--- config.mk ---
export PLATFORM = sky130hd
export DESIGN_NAME = uart_cmd_parser
export DESIGN_NICKNAME = d
export VERILOG_FILES = /design/src/rtl/uart_scope_pkg.sv /design/src/rtl/uart_cmd_timeout.sv /design/src/rtl/uart_cmd_parser.sv
export SDC_FILE = /design/constraint.sdc
export NUM_CORES = 1
export LEC_CHECK = 0
export BUFFER_PORTS_ARGS = -buffer_cell sky130_fd_sc_hd__buf_2
export CORE_UTILIZATION = 35
export DETAILED_ROUTE_END_ITERATION = 8
export PLACE_DENSITY = 0.63
export RECOVER_POWER = 25
export SETUP_SLACK_MARGIN = 0.3
export SLEW_MARGIN = 20
export SYNTH_ARGS = -nofsm -noshare
export SYNTH_HDL_FRONTEND = slang
export SYNTH_SLANG_ARGS = --single-unit
--- constraint.sdc ---
create_clock -name clk -period 1.9 [get_ports clk]
set_input_delay 0.19 -clock clk [delete_from_list [all_inputs] [get_ports clk]]
set_output_delay 0.19 -clock clk [all_outputs]
set_load 0.05 [all_outputs]
--- src/rtl/uart_scope_pkg.sv ---
// Shared definitions for the uart_scope control path: frame constants,
// command parser state encoding and the scope register address map.
package uart_scope_pkg;

    localparam logic [7:0] SOF_DEFAULT = 8'hA5;

    localparam int unsigned FRAME_LEN_NOCHK = 4;
    localparam int unsigned FRAME_LEN_CHK   = 5;

    typedef enum logic [2:0] {
        ST_IDLE,
        ST_ADDR,
        ST_DAT_H,
        ST_DAT_L,
        ST_CHK
    } parser_state_t;

    localparam logic [7:0] REG_TRIG_LEVEL = 8'h00;
    localparam logic [7:0] REG_TRIG_CTRL  = 8'h01;
    localparam logic [7:0] REG_TIMEBASE   = 8'h02;
    localparam logic [7:0] REG_CAP_DEPTH  = 8'h03;
    localparam logic [7:0] REG_CH_ENABLE  = 8'h10;

    function automatic logic [7:0] frame_checksum(input logic [7:0] a,
                                                  input logic [7:0] h,
                                                  input logic [7:0] l);
        return a + h + l;
    endfunction

endpackage

--- src/rtl/uart_cmd_timeout.sv ---
// Inter-byte timeout counter: saturates at TIMEOUT_CYC-1 and raises expire
// combinationally while enabled and not being cleared.
module uart_cmd_timeout #(
    parameter int unsigned TIMEOUT_CYC = 100000
) (
    input  logic clk,
    input  logic rst,
    input  logic clr,
    input  logic en,
    output logic expire
);

    localparam int unsigned    CW      = $clog2(TIMEOUT_CYC);
    localparam logic [CW-1:0]  CNT_MAX = CW'(TIMEOUT_CYC - 1);

    logic [CW-1:0] cnt;

    always_ff @(posedge clk or posedge rst) begin
        if (rst) begin
            cnt <= '0;
        end else if (clr) begin
            cnt <= '0;
        end else if (en && (cnt != CNT_MAX)) begin
            cnt <= cnt + CW'(1);
        end
    end

    assign expire = en && !clr && (cnt == CNT_MAX);

endmodule

--- src/rtl/uart_cmd_parser.sv ---
// Command frame decoder behind the UART receiver; issues register writes.
// Optional checksum byte enabled by defining UART_CMD_CHECKSUM_EN.
module uart_cmd_parser
    import uart_scope_pkg::*;
#(
    parameter int unsigned TIMEOUT_CYC = 100000,
    parameter logic [7:0]  SOF_BYTE    = SOF_DEFAULT
) (
    input  logic        clk,
    input  logic        rst,
    input  logic [7:0]  rx_byte,
    input  logic        rx_done,
    output logic [7:0]  reg_addr,
    output logic [15:0] reg_wdata,
    output logic        reg_wr,
    output logic        frame_err,
    output logic        busy
);

    parser_state_t state, state_nxt;

    logic [7:0] addr_sh;
    logic [7:0] dh_sh;
    logic [7:0] commit_lo;
    logic       ld_addr, ld_dh;
    logic       commit, drop;
    logic       expire;
    logic       in_idle;

    assign in_idle = (state == ST_IDLE);
    assign busy    = !in_idle;

    uart_cmd_timeout #(
        .TIMEOUT_CYC (TIMEOUT_CYC)
    ) u_timeout (
        .clk    (clk),
        .rst    (rst),
        .clr    (rx_done || in_idle),
        .en     (!in_idle),
        .expire (expire)
    );

`ifdef UART_CMD_CHECKSUM_EN
    logic [7:0] dl_sh;
    logic       ld_dl;

    assign commit_lo = dl_sh;
`else
    // Without a checksum byte the low data byte commits straight from the bus.
    assign commit_lo = rx_byte;
`endif

    always_comb begin
        state_nxt = state;
        ld_addr   = 1'b0;
        ld_dh     = 1'b0;
        commit    = 1'b0;
        drop      = 1'b0;
`ifdef UART_CMD_CHECKSUM_EN
        ld_dl     = 1'b0;
`endif
        case (state)
            ST_IDLE: begin
                if (rx_done && (rx_byte == SOF_BYTE)) begin
                    state_nxt = ST_ADDR;
                end
            end
            ST_ADDR: begin
                if (rx_done) begin
                    ld_addr   = 1'b1;
                    state_nxt = ST_DAT_H;
                end
            end
            ST_DAT_H: begin
                if (rx_done) begin
                    ld_dh     = 1'b1;
                    state_nxt = ST_DAT_L;
                end
            end
            ST_DAT_L: begin
                if (rx_done) begin
`ifdef UART_CMD_CHECKSUM_EN
                    ld_dl     = 1'b1;
                    state_nxt = ST_CHK;
`else
                    commit    = 1'b1;
                    state_nxt = ST_IDLE;
`endif
                end
            end
`ifdef UART_CMD_CHECKSUM_EN
            ST_CHK: begin
                if (rx_done) begin
                    if (rx_byte == frame_checksum(addr_sh, dh_sh, dl_sh)) begin
                        commit = 1'b1;
                    end else begin
                        drop = 1'b1;
                    end
                    state_nxt = ST_IDLE;
                end
            end
`endif
            default: state_nxt = ST_IDLE;
        endcase
        // expire is already masked by rx_done, so a byte on the expiry cycle wins.
        if (expire) begin
            drop      = 1'b1;
            state_nxt = ST_IDLE;
        end
    end

    always_ff @(posedge clk or posedge rst) begin
        if (rst) begin
            state <= ST_IDLE;
        end else begin
            state <= state_nxt;
        end
    end

    always_ff @(posedge clk or posedge rst) begin
        if (rst) begin
            addr_sh <= '0;
            dh_sh   <= '0;
`ifdef UART_CMD_CHECKSUM_EN
            dl_sh   <= '0;
`endif
        end else if (expire) begin
            addr_sh <= '0;
            dh_sh   <= '0;
`ifdef UART_CMD_CHECKSUM_EN
            dl_sh   <= '0;
`endif
        end else begin
            if (ld_addr) addr_sh <= rx_byte;
            if (ld_dh)   dh_sh   <= rx_byte;
`ifdef UART_CMD_CHECKSUM_EN
            if (ld_dl)   dl_sh   <= rx_byte;
`endif
        end
    end

    always_ff @(posedge clk or posedge rst) begin
        if (rst) begin
            reg_addr  <= '0;
            reg_wdata <= '0;
            reg_wr    <= 1'b0;
            frame_err <= 1'b0;
        end else begin
            reg_wr    <= commit;
            frame_err <= drop;
            if (commit) begin
                reg_addr  <= addr_sh;
                reg_wdata <= {dh_sh, commit_lo};
            end
        end
    end

endmodule
==> results.json <==
{
  "crit_path_end_kind": "flip-flop",
  "synth_edf_count": 0,
  "cts_root_buf": "clkbuf_8",
  "setup_viol": 0,
  "dp.cells": 374,
  "final_util_pct": 47.23,
  "fin_cells": 401,
  "cts_tree": "built",
  "ys_warn_count": 0,
  "num_vias": 1980,
  "crit_family": "simple AND/OR/NAND/NOR gates",
  "cellLeakagePower_nw": 1.631,
  "crit_chain": "and4bb_1 -> nand4_4 -> nor3_4 -> o31a_1 -> o22ai_2",
  "drive_above_1_share_pct": 39.40,
  "cellPowerDensity_nw_per_um2": 1665,
  "fmax_ghz": 0.6093,
  "p_comb_share_pct": 41.6,
  "ant_nets": 0,
  "period_share_pct": 86.38,
  "ir_worst_vdd_uv": 934.5,
  "maxSlewHeadroom_pct": 9.981,
  "hold_viol": 0,
  "worst_r2r_path_depth": 5,
  "drc_errors": 0,
  "slew_violations": 0,
  "min_path_type": "primary input to flip-flop",
  "grt_max_degree": 30,
  "p_int_mw": 3.485,
  "ys_seq_area_share_pct": 56.14,
  "synthToLayoutAreaGrowth_pct": 28.03,
  "synth_area_leaders": "dfrtp_1 (56%), mux2_2 (9.9%), nand3_1 (3.7%)",
  "globalRouteTotalUtil_pct": 14.50,
  "async_flop_share_pct": 100.0,
  "drtIter0Drc": 116,
  "numCtsBuffers": 9,
  "cts_sinks": 61,
  "p_sw_share_pct": 39.86,
  "yosysUniqueCellTypes": 39,
  "fin_nets": 314,
  "grt_pass1_vias": 1882,
  "netlist.area_leader.share_pct": 56.14,
  "die_y_um": 90.14,
  "p_seq_share_pct": 33.8,
  "port_buffers": 37,
  "antenna_cells": 0,
  "syn_inst": 237,
  "initial_core_util_pct": 36.89,
  "synth.avg_cell_area_um2": 11.47,
  "worst_pin_slew_ns": 1.343,
  "synth_commonest_cells": "dfrtp_1 (61), nand2_1 (26), mux2_2 (24), nand3_1 (20), nor2_1 (18)",
  "grt_pass1_wl_um": 9252,
  "fp.dieW_um": 90.14,
  "num_rows": 31,
  "arrival_ns": 1.85,
  "fin_skew_ns": 0.01076,
  "rsz0062_at_grt": "yes",
  "switchingPower_mw": 2.309,
  "clock_latency_ns": 0.33,
  "min_path_cells": 2,
  "fin_ws_ns": 0.2588,
  "first_pass_iters": 4,
  "cp_data_required_time_ns": 2.11,
  "startpoint_type": "flip-flop",
  "clk_pin_slew_ns": 0.07,
  "yosysTopAreaCell": "dfrtp_1",
  "synth_seq_cells": 61,
  "die_area_um2": 8124,
  "ios": 38,
  "max_stage_delay_ns": 0.42,
  "min_period_ns": 1.641,
  "preCtsSetupSlack_ns": 0.2906,
  "path_buf_inv": 0,
  "ys.flop_type": "dfrtp_1",
  "routed_via_density": 4.938,
  "overflow": 0,
  "wl_um": 5692,
  "yosysMostFrequentCell": "dfrtp_1",
  "routabilityCongestion": 0.7731,
  "clkPwrFrac_pct": 24.6,
  "status": "finished clean",
  "synth_fp_nets": 253,
  "crit_type": "flip-flop to flip-flop",
  "drv_cap": 0,
  "htree_levels": 3,
  "antenna_found_initial": 0,
  "drt-wirelength-per-cell_um": 14.19,
  "place_hpwl_um": 3852,
  "clock_path_buffers": 2,
  "cp_slowest_cell": "dfrtp_1",
  "tns_ns": 0,
  "coreArea_um2": 7370,
  "path_depth": 5,
  "worstPathMaxFanout": 5,
  "synth_area_um2": 2719
}
sequential cells by signal, indices dropped and copies added (netlist names):
name	flops
u_timeout.cnt	17
reg_wdata	16
reg_addr	8
addr_sh	8
dh_sh	8
frame_err	1
state	2
reg_wr	1
worst paths after layout:
check                                 startpoint               end  slack, ns
min in group asynchronous                    rst       reg_addr[2]       0.68
max in group asynchronous                    rst  u_timeout.cnt[3]       0.50
worst max register to register  u_timeout.cnt[5]          state[1]       0.26
worst min register to register       reg_addr[6]       reg_addr[6]       0.50
worst min-delay path                  rx_byte[2]      reg_wdata[2]       0.15
worst max-delay path            u_timeout.cnt[5]          state[1]       0.26
kinds of logic (layout without fill, tap and decap cells):
kind of cell               after synthesis  count (layout)  synth area share, %
AOI/OAI and AO/OA                       26              26                5.385
xor gates and xnor gates                12              12                3.866
and+or+nand+nor                         91              91                18.04
buffers and inverters                   16              81                3.589
DFF                                     61              61                56.14
muxes                                   26              26                10.68
adders and majority gates                5               5                2.301
metrics by stage:
| step | area, um^2 | hold WS (ns) | total power [mW] |
|---|---|---|---|
| after global placement | 3088 | 0.3152 | 4.204 |
| after CTS | 3349 | 0.1358 | 5.686 |
| after floorplan | 2759 | 0.3023 | 3.739 |
| after global routing | 3481 | 0.1448 | 6.083 |
| after detailed placement | 3088 | 0.3184 | 4.241 |
| final | 3481 | 0.1473 | 5.794 |
layout by cell type (no fill, tap or decap), drive strengths merged, types with 3 or more instances in the layout:
cell type and n:
nor3 7, ha 5, nand4 4, xnor2 3, bufinv 3, nand3 21
inv 5, nand2 26, nor2 18, clkbuf 14, xor2 9, buf 56
dfrtp 61, mux2 24, and3 3, a21oi 17
power groups by stage:
stage / clock, mW / sequential, mW / combinational (mW)
4_1_cts: 1.45 / 1.98 / 2.26
5_1_grt: 1.49 / 2.02 / 2.57
3_5_place_dp: 0 / 2.00 / 2.24
2_1_floorplan: 0 / 2.79 / 0.953
3_3_place_gp: 0 / 1.98 / 2.23
6_report: 1.42 / 1.96 / 2.41
layer usage:
metal / up-vias / track usage [%] / share of wire (%)
met1: 977 / 20.77 / 49
met5: - / 0 / 0
li1: 946 / - / -
met2: 48 / 20.29 / 45
met3: 9 / 3.638 / 3.8
met4: 0 / 7.124 / 2.2
final cells by class:
type                       count  area, um^2
tap                           99       123.9
clock buffer                  11       151.4
fill                         686        3889
timing repair buffer          60       380.4
multi-input combinational    160        1180
clock inverter                 4       95.09
sequential                    61        1526
inverter                       6       23.77
repair_timing:
| item | 4_1_cts | 5_1_grt |
|---|---|---|
| setup endpoints to repair | 12 | 36 |
| hold buffers | 1 | 0 |
| gates cloned | 0 | 1 |
| gates resized for setup | 1 | 14 |
| endpoints found under the hold margin | 27 | 0 |
| setup buffers | 0 | 10 |
| pin swaps | 0 | 8 |
No activity file was read; power rests on OpenSTA's default activity.
